File: config.mk
export PLATFORM = sky130hd
export DESIGN_NAME = seven_segment_word_capture
export DESIGN_NICKNAME = d
export VERILOG_FILES = /design/src/rtl/seven_segment_word_capture.sv
export SDC_FILE = /design/constraint.sdc
export NUM_CORES = 1
export LEC_CHECK = 0
export CORE_MARGIN = 1.5
export CORE_UTILIZATION = 50
export CTS_CLUSTER_DIAMETER = 50
export CTS_CLUSTER_SIZE = 20
export DETAILED_ROUTE_END_ITERATION = 7
export PLACE_DENSITY_LB_ADDON = 0.2
export SYNTH_ARGS = -nofsm -noshare
export SYNTH_HDL_FRONTEND = slang
export SYNTH_SLANG_ARGS = --single-unit
File: constraint.sdc
create_clock -name clk -period 3.2 [get_ports clk]
set_input_delay 0.64 -clock clk [delete_from_list [all_inputs] [get_ports clk]]
set_output_delay 0.64 -clock clk [all_outputs]
set_load 0.02 [all_outputs]
File: src/rtl/seven_segment_word_capture.sv
// Receive side of a multiplexed 4-digit 7-segment display: settles and decodes each
// scanned digit, assembles a 4-character frame and hands it over on valid/ready.
module seven_segment_word_capture #(
  parameter int STABLE_CYCLES  = 16,
  parameter int TIMEOUT_CYCLES = 1048576
) (
  input  logic        clk,
  input  logic        reset_n,
  input  logic [7:0]  abcdefgh,
  input  logic [3:0]  digit,
  output logic [19:0] frame_codes,
  output logic [3:0]  frame_dots,
  output logic        frame_valid,
  input  logic        frame_ready,
  output logic        frame_changed,
  output logic        stale
);

  localparam int CW = $clog2(STABLE_CYCLES + 1);
  localparam int IW = $clog2(TIMEOUT_CYCLES + 1);
  localparam logic [CW-1:0] CNT_ZERO  = CW'(0);
  localparam logic [CW-1:0] CNT_ONE   = CW'(1);
  localparam logic [CW-1:0] CNT_LAST  = CW'(STABLE_CYCLES - 1);
  localparam logic [IW-1:0] IDLE_ZERO = IW'(0);
  localparam logic [IW-1:0] IDLE_ONE  = IW'(1);
  localparam logic [IW-1:0] IDLE_MAX  = IW'(TIMEOUT_CYCLES);

  typedef enum logic [1:0] {
    S_IDLE   = 2'd0,
    S_SETTLE = 2'd1,
    S_HELD   = 2'd2
  } state_t;

  function automatic logic f_one_low(input logic [3:0] d);
    logic r;
    case (d)
      4'b1110, 4'b1101, 4'b1011, 4'b0111: r = 1'b1;
      default:                            r = 1'b0;
    endcase
    return r;
  endfunction

  function automatic logic [4:0] f_decode(input logic [6:0] s);
    logic [4:0] r;
    case (s)
      7'b0000001: r = 5'h00;
      7'b1001111: r = 5'h01;
      7'b1111001: r = 5'h01;  // "I" drawn on the left segments
      7'b0010010: r = 5'h02;
      7'b0000110: r = 5'h03;
      7'b1001100: r = 5'h04;
      7'b0100100: r = 5'h05;
      7'b0100000: r = 5'h06;
      7'b0001111: r = 5'h07;
      7'b0000000: r = 5'h08;
      7'b0000100: r = 5'h09;
      7'b0001000: r = 5'h0A;
      7'b1100000: r = 5'h0B;
      7'b0110001: r = 5'h0C;
      7'b1000010: r = 5'h0D;
      7'b0110000: r = 5'h0E;
      7'b0111000: r = 5'h0F;
      7'b1111111: r = 5'h10;
      7'b1101000: r = 5'h11;
      7'b0011000: r = 5'h12;
      7'b1001000: r = 5'h13;
      7'b1110001: r = 5'h14;
      default:    r = 5'h1F;
    endcase
    return r;
  endfunction

  logic [7:0]    r_seg_meta, r_seg_sync, r_lat_seg;
  logic [3:0]    r_dig_meta, r_dig_sync, r_lat_dig;
  state_t        r_state, w_state_nxt;
  logic [CW-1:0] r_cnt, w_cnt_nxt;
  logic          w_lat_load, w_capture, w_strobe_ok, w_same;
  logic [4:0]    r_slot_code [4];
  logic [3:0]    r_slot_dot;
  logic [3:0]    r_filled, w_filled_nxt, w_slot_onehot;
  logic [IW-1:0] r_idle, w_idle_nxt;
  logic          r_stale, w_stale_nxt, w_stale_rise;
  logic [19:0]   r_frame_codes;
  logic [3:0]    r_frame_dots;
  logic          r_valid, r_changed, r_have_last;
  logic [23:0]   r_last, w_new_frame, w_ref_frame;
  logic          w_accept, w_xfer, w_have_ref;

  always_ff @(posedge clk or negedge reset_n) begin
    if (!reset_n) begin
      r_seg_meta <= 8'hFF;
      r_seg_sync <= 8'hFF;
      r_dig_meta <= 4'hF;
      r_dig_sync <= 4'hF;
    end else begin
      r_seg_meta <= abcdefgh;
      r_seg_sync <= r_seg_meta;
      r_dig_meta <= digit;
      r_dig_sync <= r_dig_meta;
    end
  end

  assign w_strobe_ok   = f_one_low(r_dig_sync);
  assign w_same        = (r_dig_sync == r_lat_dig) && (r_seg_sync == r_lat_seg);
  assign w_slot_onehot = ~r_lat_dig;

  always_comb begin
    w_state_nxt = r_state;
    w_lat_load  = 1'b0;
    w_cnt_nxt   = r_cnt;
    w_capture   = 1'b0;
    if (!w_strobe_ok) begin
      w_state_nxt = S_IDLE;
      w_cnt_nxt   = CNT_ZERO;
    end else begin
      case (r_state)
        S_IDLE: begin
          w_state_nxt = S_SETTLE;
          w_lat_load  = 1'b1;
          w_cnt_nxt   = CNT_ONE;
        end
        S_SETTLE: begin
          if (!w_same) begin
            w_lat_load = 1'b1;
            w_cnt_nxt  = CNT_ONE;
          end else if (r_cnt == CNT_LAST) begin
            w_capture   = 1'b1;
            w_state_nxt = S_HELD;
            w_cnt_nxt   = r_cnt + CNT_ONE;
          end else begin
            w_cnt_nxt = r_cnt + CNT_ONE;
          end
        end
        S_HELD: begin
          if (w_same) begin
            w_state_nxt = S_HELD;
          end else begin
            w_state_nxt = S_SETTLE;
            w_lat_load  = 1'b1;
            w_cnt_nxt   = CNT_ONE;
          end
        end
        default: begin
          w_state_nxt = S_IDLE;
          w_cnt_nxt   = CNT_ZERO;
        end
      endcase
    end
  end

  always_ff @(posedge clk or negedge reset_n) begin
    if (!reset_n) begin
      r_state   <= S_IDLE;
      r_cnt     <= CNT_ZERO;
      r_lat_dig <= 4'hF;
      r_lat_seg <= 8'hFF;
    end else begin
      r_state <= w_state_nxt;
      r_cnt   <= w_cnt_nxt;
      if (w_lat_load) begin
        r_lat_dig <= r_dig_sync;
        r_lat_seg <= r_seg_sync;
      end
    end
  end

  // In the capture cycle the synchronized pattern equals the latched one.
  always_ff @(posedge clk or negedge reset_n) begin
    if (!reset_n) begin
      for (int i = 0; i < 4; i++) r_slot_code[i] <= 5'h00;
      r_slot_dot <= 4'h0;
    end else begin
      for (int i = 0; i < 4; i++) begin
        if (w_capture && w_slot_onehot[i]) begin
          r_slot_code[i] <= f_decode(r_lat_seg[7:1]);
          r_slot_dot[i]  <= ~r_lat_seg[0];
        end
      end
    end
  end

  always_comb begin
    if (w_capture) begin
      w_idle_nxt = IDLE_ZERO;
    end else if (r_idle == IDLE_MAX) begin
      w_idle_nxt = r_idle;
    end else begin
      w_idle_nxt = r_idle + IDLE_ONE;
    end
  end

  assign w_stale_nxt  = (w_idle_nxt == IDLE_MAX);
  assign w_stale_rise = w_stale_nxt & ~r_stale;
  assign w_accept     = r_valid & frame_ready;
  assign w_xfer       = (r_filled == 4'hF) & (~r_valid | frame_ready);
  assign w_new_frame  = {r_slot_code[3], r_slot_code[2], r_slot_code[1], r_slot_code[0], r_slot_dot};
  assign w_ref_frame  = w_accept ? {r_frame_codes, r_frame_dots} : r_last;
  assign w_have_ref   = r_have_last | w_accept;

  // A capture landing in the transfer cycle starts the next frame.
  always_comb begin
    if (w_xfer || w_stale_rise) begin
      w_filled_nxt = 4'h0;
    end else begin
      w_filled_nxt = r_filled;
    end
    if (w_capture) begin
      w_filled_nxt = w_filled_nxt | w_slot_onehot;
    end else begin
      w_filled_nxt = w_filled_nxt;
    end
  end

  always_ff @(posedge clk or negedge reset_n) begin
    if (!reset_n) begin
      r_idle   <= IDLE_ZERO;
      r_stale  <= 1'b0;
      r_filled <= 4'h0;
    end else begin
      r_idle   <= w_idle_nxt;
      r_stale  <= w_stale_nxt;
      r_filled <= w_filled_nxt;
    end
  end

  always_ff @(posedge clk or negedge reset_n) begin
    if (!reset_n) begin
      r_frame_codes <= 20'h00000;
      r_frame_dots  <= 4'h0;
      r_valid       <= 1'b0;
      r_changed     <= 1'b0;
      r_last        <= 24'h000000;
      r_have_last   <= 1'b0;
    end else begin
      if (w_xfer) begin
        r_frame_codes <= w_new_frame[23:4];
        r_frame_dots  <= w_new_frame[3:0];
        r_valid       <= 1'b1;
        r_changed     <= ~w_have_ref | (w_new_frame != w_ref_frame);
      end else if (w_accept) begin
        r_valid <= 1'b0;
      end else begin
        r_valid <= r_valid;
      end
      if (w_accept) begin
        r_last      <= {r_frame_codes, r_frame_dots};
        r_have_last <= 1'b1;
      end
    end
  end

  assign frame_codes   = r_frame_codes;
  assign frame_dots    = r_frame_dots;
  assign frame_valid   = r_valid;
  assign frame_changed = r_changed;
  assign stale         = r_stale;

endmodule

-- Word-level counts from Yosys, hierarchy flattened
Cells that the tools add are included.
- add/sub/neg operators: 2
- equality and inequality tests: 37
- multiplexer cells: 25
- bitwise gates (word level): 12
- reductions and logical operators: 13
- operator list (cell ; number):
    $pmux W5 S21 ; 1
    $eq A7 B7 Y1 const B ; 9
    $eq A21 B21 Y1 const B ; 2
    $mux W21 ; 2
    $eq A7 B6 Y1 const B ; 5
    $mux W24 ; 1
    $ne A24 B24 Y1 ; 1
    $add A21 B1 Y21 const B ; 1
    $eq A4 B4 Y1 const B ; 4
    $mux W5 ; 3
    $pmux W5 S3 ; 1
    $eq A7 B3 Y1 const B ; 2
    $eq A7 B4 Y1 const B ; 2
    $eq A7 B5 Y1 const B ; 2
    $mux W1 ; 9
    $ne A3 B3 Y1 const B ; 3
    $eq A8 B8 Y1 ; 1
    $mux W2 ; 4
    $mux W4 ; 2
    $eq A7 B1 Y1 const B ; 1
    $logic_not A7 Y1 ; 1
    $pmux W2 S3 ; 1
    $add A5 B1 Y5 const B ; 1
    $eq A5 B4 Y1 const B ; 1
    other kinds (17) ; 29
- register bits: 144
- bits of input ports: 15
- output and inout port bits: 27
- word-level logic and storage cells: 114

-- Longest topological paths before layout
- depth in word-level cells: 12
- mapped depth: 9
- depth with buffers taken out: 9

-- Worst setup path after synthesis
No wires, ideal clock.
- kind: register -> register
- from: register r_lat_seg[3]
- to: register r_slot_code[0] (netlist bit)
- setup time: 0.125 ns
- data arrival time: 2.274 ns
- required time: 3.075 ns
- setup slack: 0.801 ns
- stages on the path, launching flop included: 8
- buffers on the path: 1
- clock period less this slack: 2.399 ns
- cells stage by stage: dfstp_2 -> clkbuf_1 -> xnor2_1 -> nand4_1 -> nor3_2 -> nand4_1 -> nor2_2 -> mux2_2
- longest elaborated chain between the ends: 6
- elaborated cells between the ends (all ways): 30
- classes of those cells: eq/ne: 22; mux: 4; reduce/logical: 4
- ends and longest elaborated chain (item ; RTL line ; source):
    from (decl) ; 73 ; logic [7:0] r_seg_meta, r_seg_sync, r_lat_seg;
    from (signal assigned) ; 162 ; r_lat_seg <= r_seg_sync;
    $eq A8 B8 Y1 ; 104 ; assign w_same = (r_dig_sync == r_lat_dig) && (r_seg_sync == r_lat_seg);
    $logic_and A1 B1 Y1 ; 104 ;
    $mux W1 ; 123 ; if (!w_same) begin
    $mux W1 ; 116 ; case (r_state)
    $mux W1 ; 112 ; if (!w_strobe_ok) begin
    $logic_and A1 B1 Y1 ; 174 ; if (w_capture && w_slot_onehot[i]) begin
    to (signal, indexed assignment) ; 175 ; r_slot_code[i] <= f_decode(r_lat_seg[7:1]);
    to (decl) ; 78 ; logic [4:0] r_slot_code [4];
Parallel ways exist; a longest one is shown, timed or not.
A chain may end at the register's enable or synchronous reset.

-- Final worst setup path
- from: register r_idle[1]
- to: register r_filled[2]
- longest elaborated chain between the ends: 9
- elaborated cells between the ends (all ways): 10
- classes of those cells: add/sub: 1; eq/ne: 2; mux: 4; bitwise: 2; reduce/logical: 1
- ends and longest elaborated chain (item ; RTL line ; source):
    from (decl) ; 81 ; logic [IW-1:0] r_idle, w_idle_nxt;
    from (signal assigned) ; 220 ; r_idle <= w_idle_nxt;
    $add A21 B1 Y21 or $eq A21 B21 Y1 (tied branches) ; 188, 185 ;
    $mux W21 (*) ; 185 ; end else if (r_idle == IDLE_MAX) begin
    $mux W21 (*) ; 183 ; if (w_capture) begin
    $eq A21 B21 Y1 (*) ; 192 ; assign w_stale_nxt = (w_idle_nxt == IDLE_MAX);
    $and A1 B1 Y1 (*) ; 193 ; assign w_stale_rise = w_stale_nxt & ~r_stale;
    $logic_or A1 B1 Y1 (*) ; 202 ; if (w_xfer || w_stale_rise) begin
    $mux W4 (*) ; 202 ;
    $or A4 B4 Y4 ; 208 ; w_filled_nxt = w_filled_nxt | w_slot_onehot;
    $mux W4 (*) ; 207 ; if (w_capture) begin
    net w_filled_nxt[2] ; 80 ; logic [3:0] r_filled, w_filled_nxt, w_slot_onehot;
    to (signal assigned) ; 222 ; r_filled <= w_filled_nxt;
    to (decl) ; 80 ;
Mark *: on every way through the listed nets, which the timed path passes. The rest lies on a longest branch.

==> impl_metrics.json <==
{
  "maxCapViolations": 0,
  "port_buffers": 41,
  "initialDrtViolationCount": 329,
  "antennaDiodeCount": 0,
  "holdCritPathClass": "in -> async",
  "dr.pass1.iters": 5,
  "yosysWarnings": 0,
  "postCtsHoldBufs": 0,
  "finalHoldViolCount": 0,
  "overflow": 0,
  "ir_drop_v": 0.000395,
  "synth-edff-count": 0,
  "fin_setup_tns_ns": 0,
  "slew_headroom_pct": 49.4,
  "worst_pin_slew_ns": 0.759,
  "dieArea_sq_um": 14300,
  "syn-instance-count": 627,
  "p_leak_uw": 0.00362,
  "multi_input_comb_area_sq_um": 2970,
  "grt_pass1_vias": 4718,
  "dp_hpwl_microns": 9280,
  "ant_nets": 0,
  "ctsHtreeMaxLevel": 4,
  "routabilityCongestion": 0.861,
  "grt_max_degree": 86,
  "wl_per_cell_microns": 15.5,
  "clk_pin_slew_ns": 0.06,
  "core_area_sq_um": 13200,
  "p_per_area_nw_per_um2": 565,
  "cts-resized-gates": 0,
  "regToRegStartpoint": "r_idle[1]",
  "fp-row-count": 42,
  "seqCellArea_sq_um": 3650,
  "start_kind": "register",
  "final-setup-viol-count": 0,
  "clock_path_buffers": 2,
  "initial_core_util_pct": 51.3,
  "min_period_ns": 2.74,
  "root_buffer": "clkbuf_16",
  "antenna_found_initial": 0,
  "outcome": "completed",
  "track_usage_pct": 20.4,
  "slew_viol_final": 0,
  "reg2regPathDepth": 8,
  "die_x_microns": 120,
  "cts_sinks": 144,
  "synth_cell_types": 64,
  "whs_ns": 0.232,
  "worstSetupPathType": "reg -> reg",
  "ys_seq_area_share_pct": 53.7,
  "clock_skew_ns": 0.00545,
  "avgSynthCellArea_sq_um": 10.8,
  "mostFrequentLayoutCell": "dfrtp_1",
  "mostFrequentLayoutCells": "dfrtp_1, nand2_1, mux2_2",
  "endpoint_kind": "register",
  "die_y_microns": 120,
  "synth_seq_cells": 144,
  "fin_util_pct": 60.6,
  "required_ns": 3.51,
  "route.detailed.drc": 0,
  "layout.nets": 696,
  "syn_nets": 650,
  "crit_fanout": 8,
  "ios": 42,
  "cp.arrival_ns": 3.05,
  "vias": 4761,
  "final_min_period_over_clock_period_pct": 85.7,
  "fmax_mhz": 364,
  "cts_made_buffers": 17,
  "viasPerCell": 5.52,
  "postCtsSetupBuffers": 0,
  "layout-drive-gt1-share_pct": 21.3,
  "rrSetupSlack_ns": 0.46,
  "cts_tree": "done",
  "grt_pass1_wl_microns": 23100,
  "fill_cells": 1098,
  "wl_microns": 13300,
  "rr_endpoint": "r_filled[2]",
  "area_growth_pct": 18.0,
  "ys_async_sr_fraction_pct": 100,
  "rsz0062_at_grt": "false",
  "clock_latency_ns": 0.42,
  "synth_area_sq_um": 6800,
  "ys.flop_type": "dfrtp_1"
}
## routing by layer
| metal | global-route usage [%] | wire (microns) |
|---|---|---|
| met5 | 0 | 0 |
| met3 | 4.28 | 488 |
| met4 | 8.18 | 242 |
| met1 | 26.6 | 6060 |
| met2 | 33.3 | 6550 |
## power breakdown
part	internal, uW	total (uW)	switching (uW)
logic	219	459	240
registers	1950	2120	168
clock network	1220	1950	735
total	3390	4530	1140
## cell type report
cell class                 instances  area share (%)
sequential                       144            45.5
multi-input combinational        439            37.1
clock buffer                      25            6.57
timing repair buffer              56            6.54
tap                              176            2.75
clock inverter                     7           0.874
inverter                          15           0.702
## logic make-up (layout without fill, tap and decap cells)
kind of cell | count (synthesis) | count (layout) | synth area share, %
and+or+nand+nor | 249 | 249 | 18.7
DFF | 144 | 144 | 53.7
AOI/OAI and AO/OA | 63 | 63 | 6.11
muxes | 61 | 61 | 9.96
xor gates and xnor gates | 58 | 58 | 7.47
buffers and inverters | 44 | 103 | 2.59
adders and majority gates | 8 | 8 | 1.47
## metrics by stage
| stage | total power, uW | instances | setup WS (ns) | area (sq um) |
|---|---|---|---|---|
| 3_3_place_gp | 2580 | 830 | 0.462 | 7420 |
| 3_5_place_dp | 2610 | 830 | 0.404 | 7420 |
| 6_report | 4530 | 862 | 0.456 | 8020 |
| 2_1_floorplan | 2440 | 627 | 0.801 | 6800 |
| 4_1_cts | 4570 | 862 | 0.444 | 8020 |
| 5_1_grt | 4730 | 862 | 0.246 | 8020 |
## sequential cells by signal (all words and copies together), names as in the netlist
signal	flops
r_cnt	5
r_state	2
r_lat_dig	4
r_slot_dot	4
stale	1
r_filled	4
r_seg_sync	8
frame_changed	1
r_dig_meta	4
r_dig_sync	4
r_last	24
r_idle	21
r_lat_seg	8
r_slot_code	20
r_seg_meta	8
frame_codes	20
r_have_last	1
frame_dots	4
frame_valid	1
## worst max path at each step
stage	start	to	slack, ns	depth (start not counted)
2_1_floorplan	r_lat_seg[3]	r_slot_code[0]	0.80	7
3_3_place_gp	frame_ready	frame_changed	0.46	9
3_5_place_dp	frame_ready	frame_changed	0.40	9
4_1_cts	r_idle[1]	r_filled[2]	0.44	8
5_1_grt	r_idle[1]	r_filled[2]	0.25	8
6_report	r_idle[1]	r_filled[2]	0.46	8
## worst max-delay path, cell delays in order, from the launching register on
cell	delay [ns]
dfrtp_1	0.49
ha_1	0.33
nand4_1	0.16
nor3_2	0.39
nand4_1	0.18
xor2_1	0.20
a211oi_1	0.34
nand4b_1	0.26
a31o_1	0.27
## Yosys cell counts (all sizes together), types with 6 or more instances
cell	count	area, sq um
dfrtp	108	2700
nand2	91	342
mux2	53	597
nor2	46	183
dfstp	36	946
xnor2	36	315
clkbuf	24	90.1
xor2	22	193
a21oi	17	85.1
nand3	16	85.1
nand4	16	100
nor3	16	90.1
inv	15	56.3
and3	13	81.3
o21ai	13	65.1
nor4	9	68.8
ha	8	100
mux2i	8	80.1
nor2b	6	37.5
Note: power is estimated with default switching activity, not from simulation.
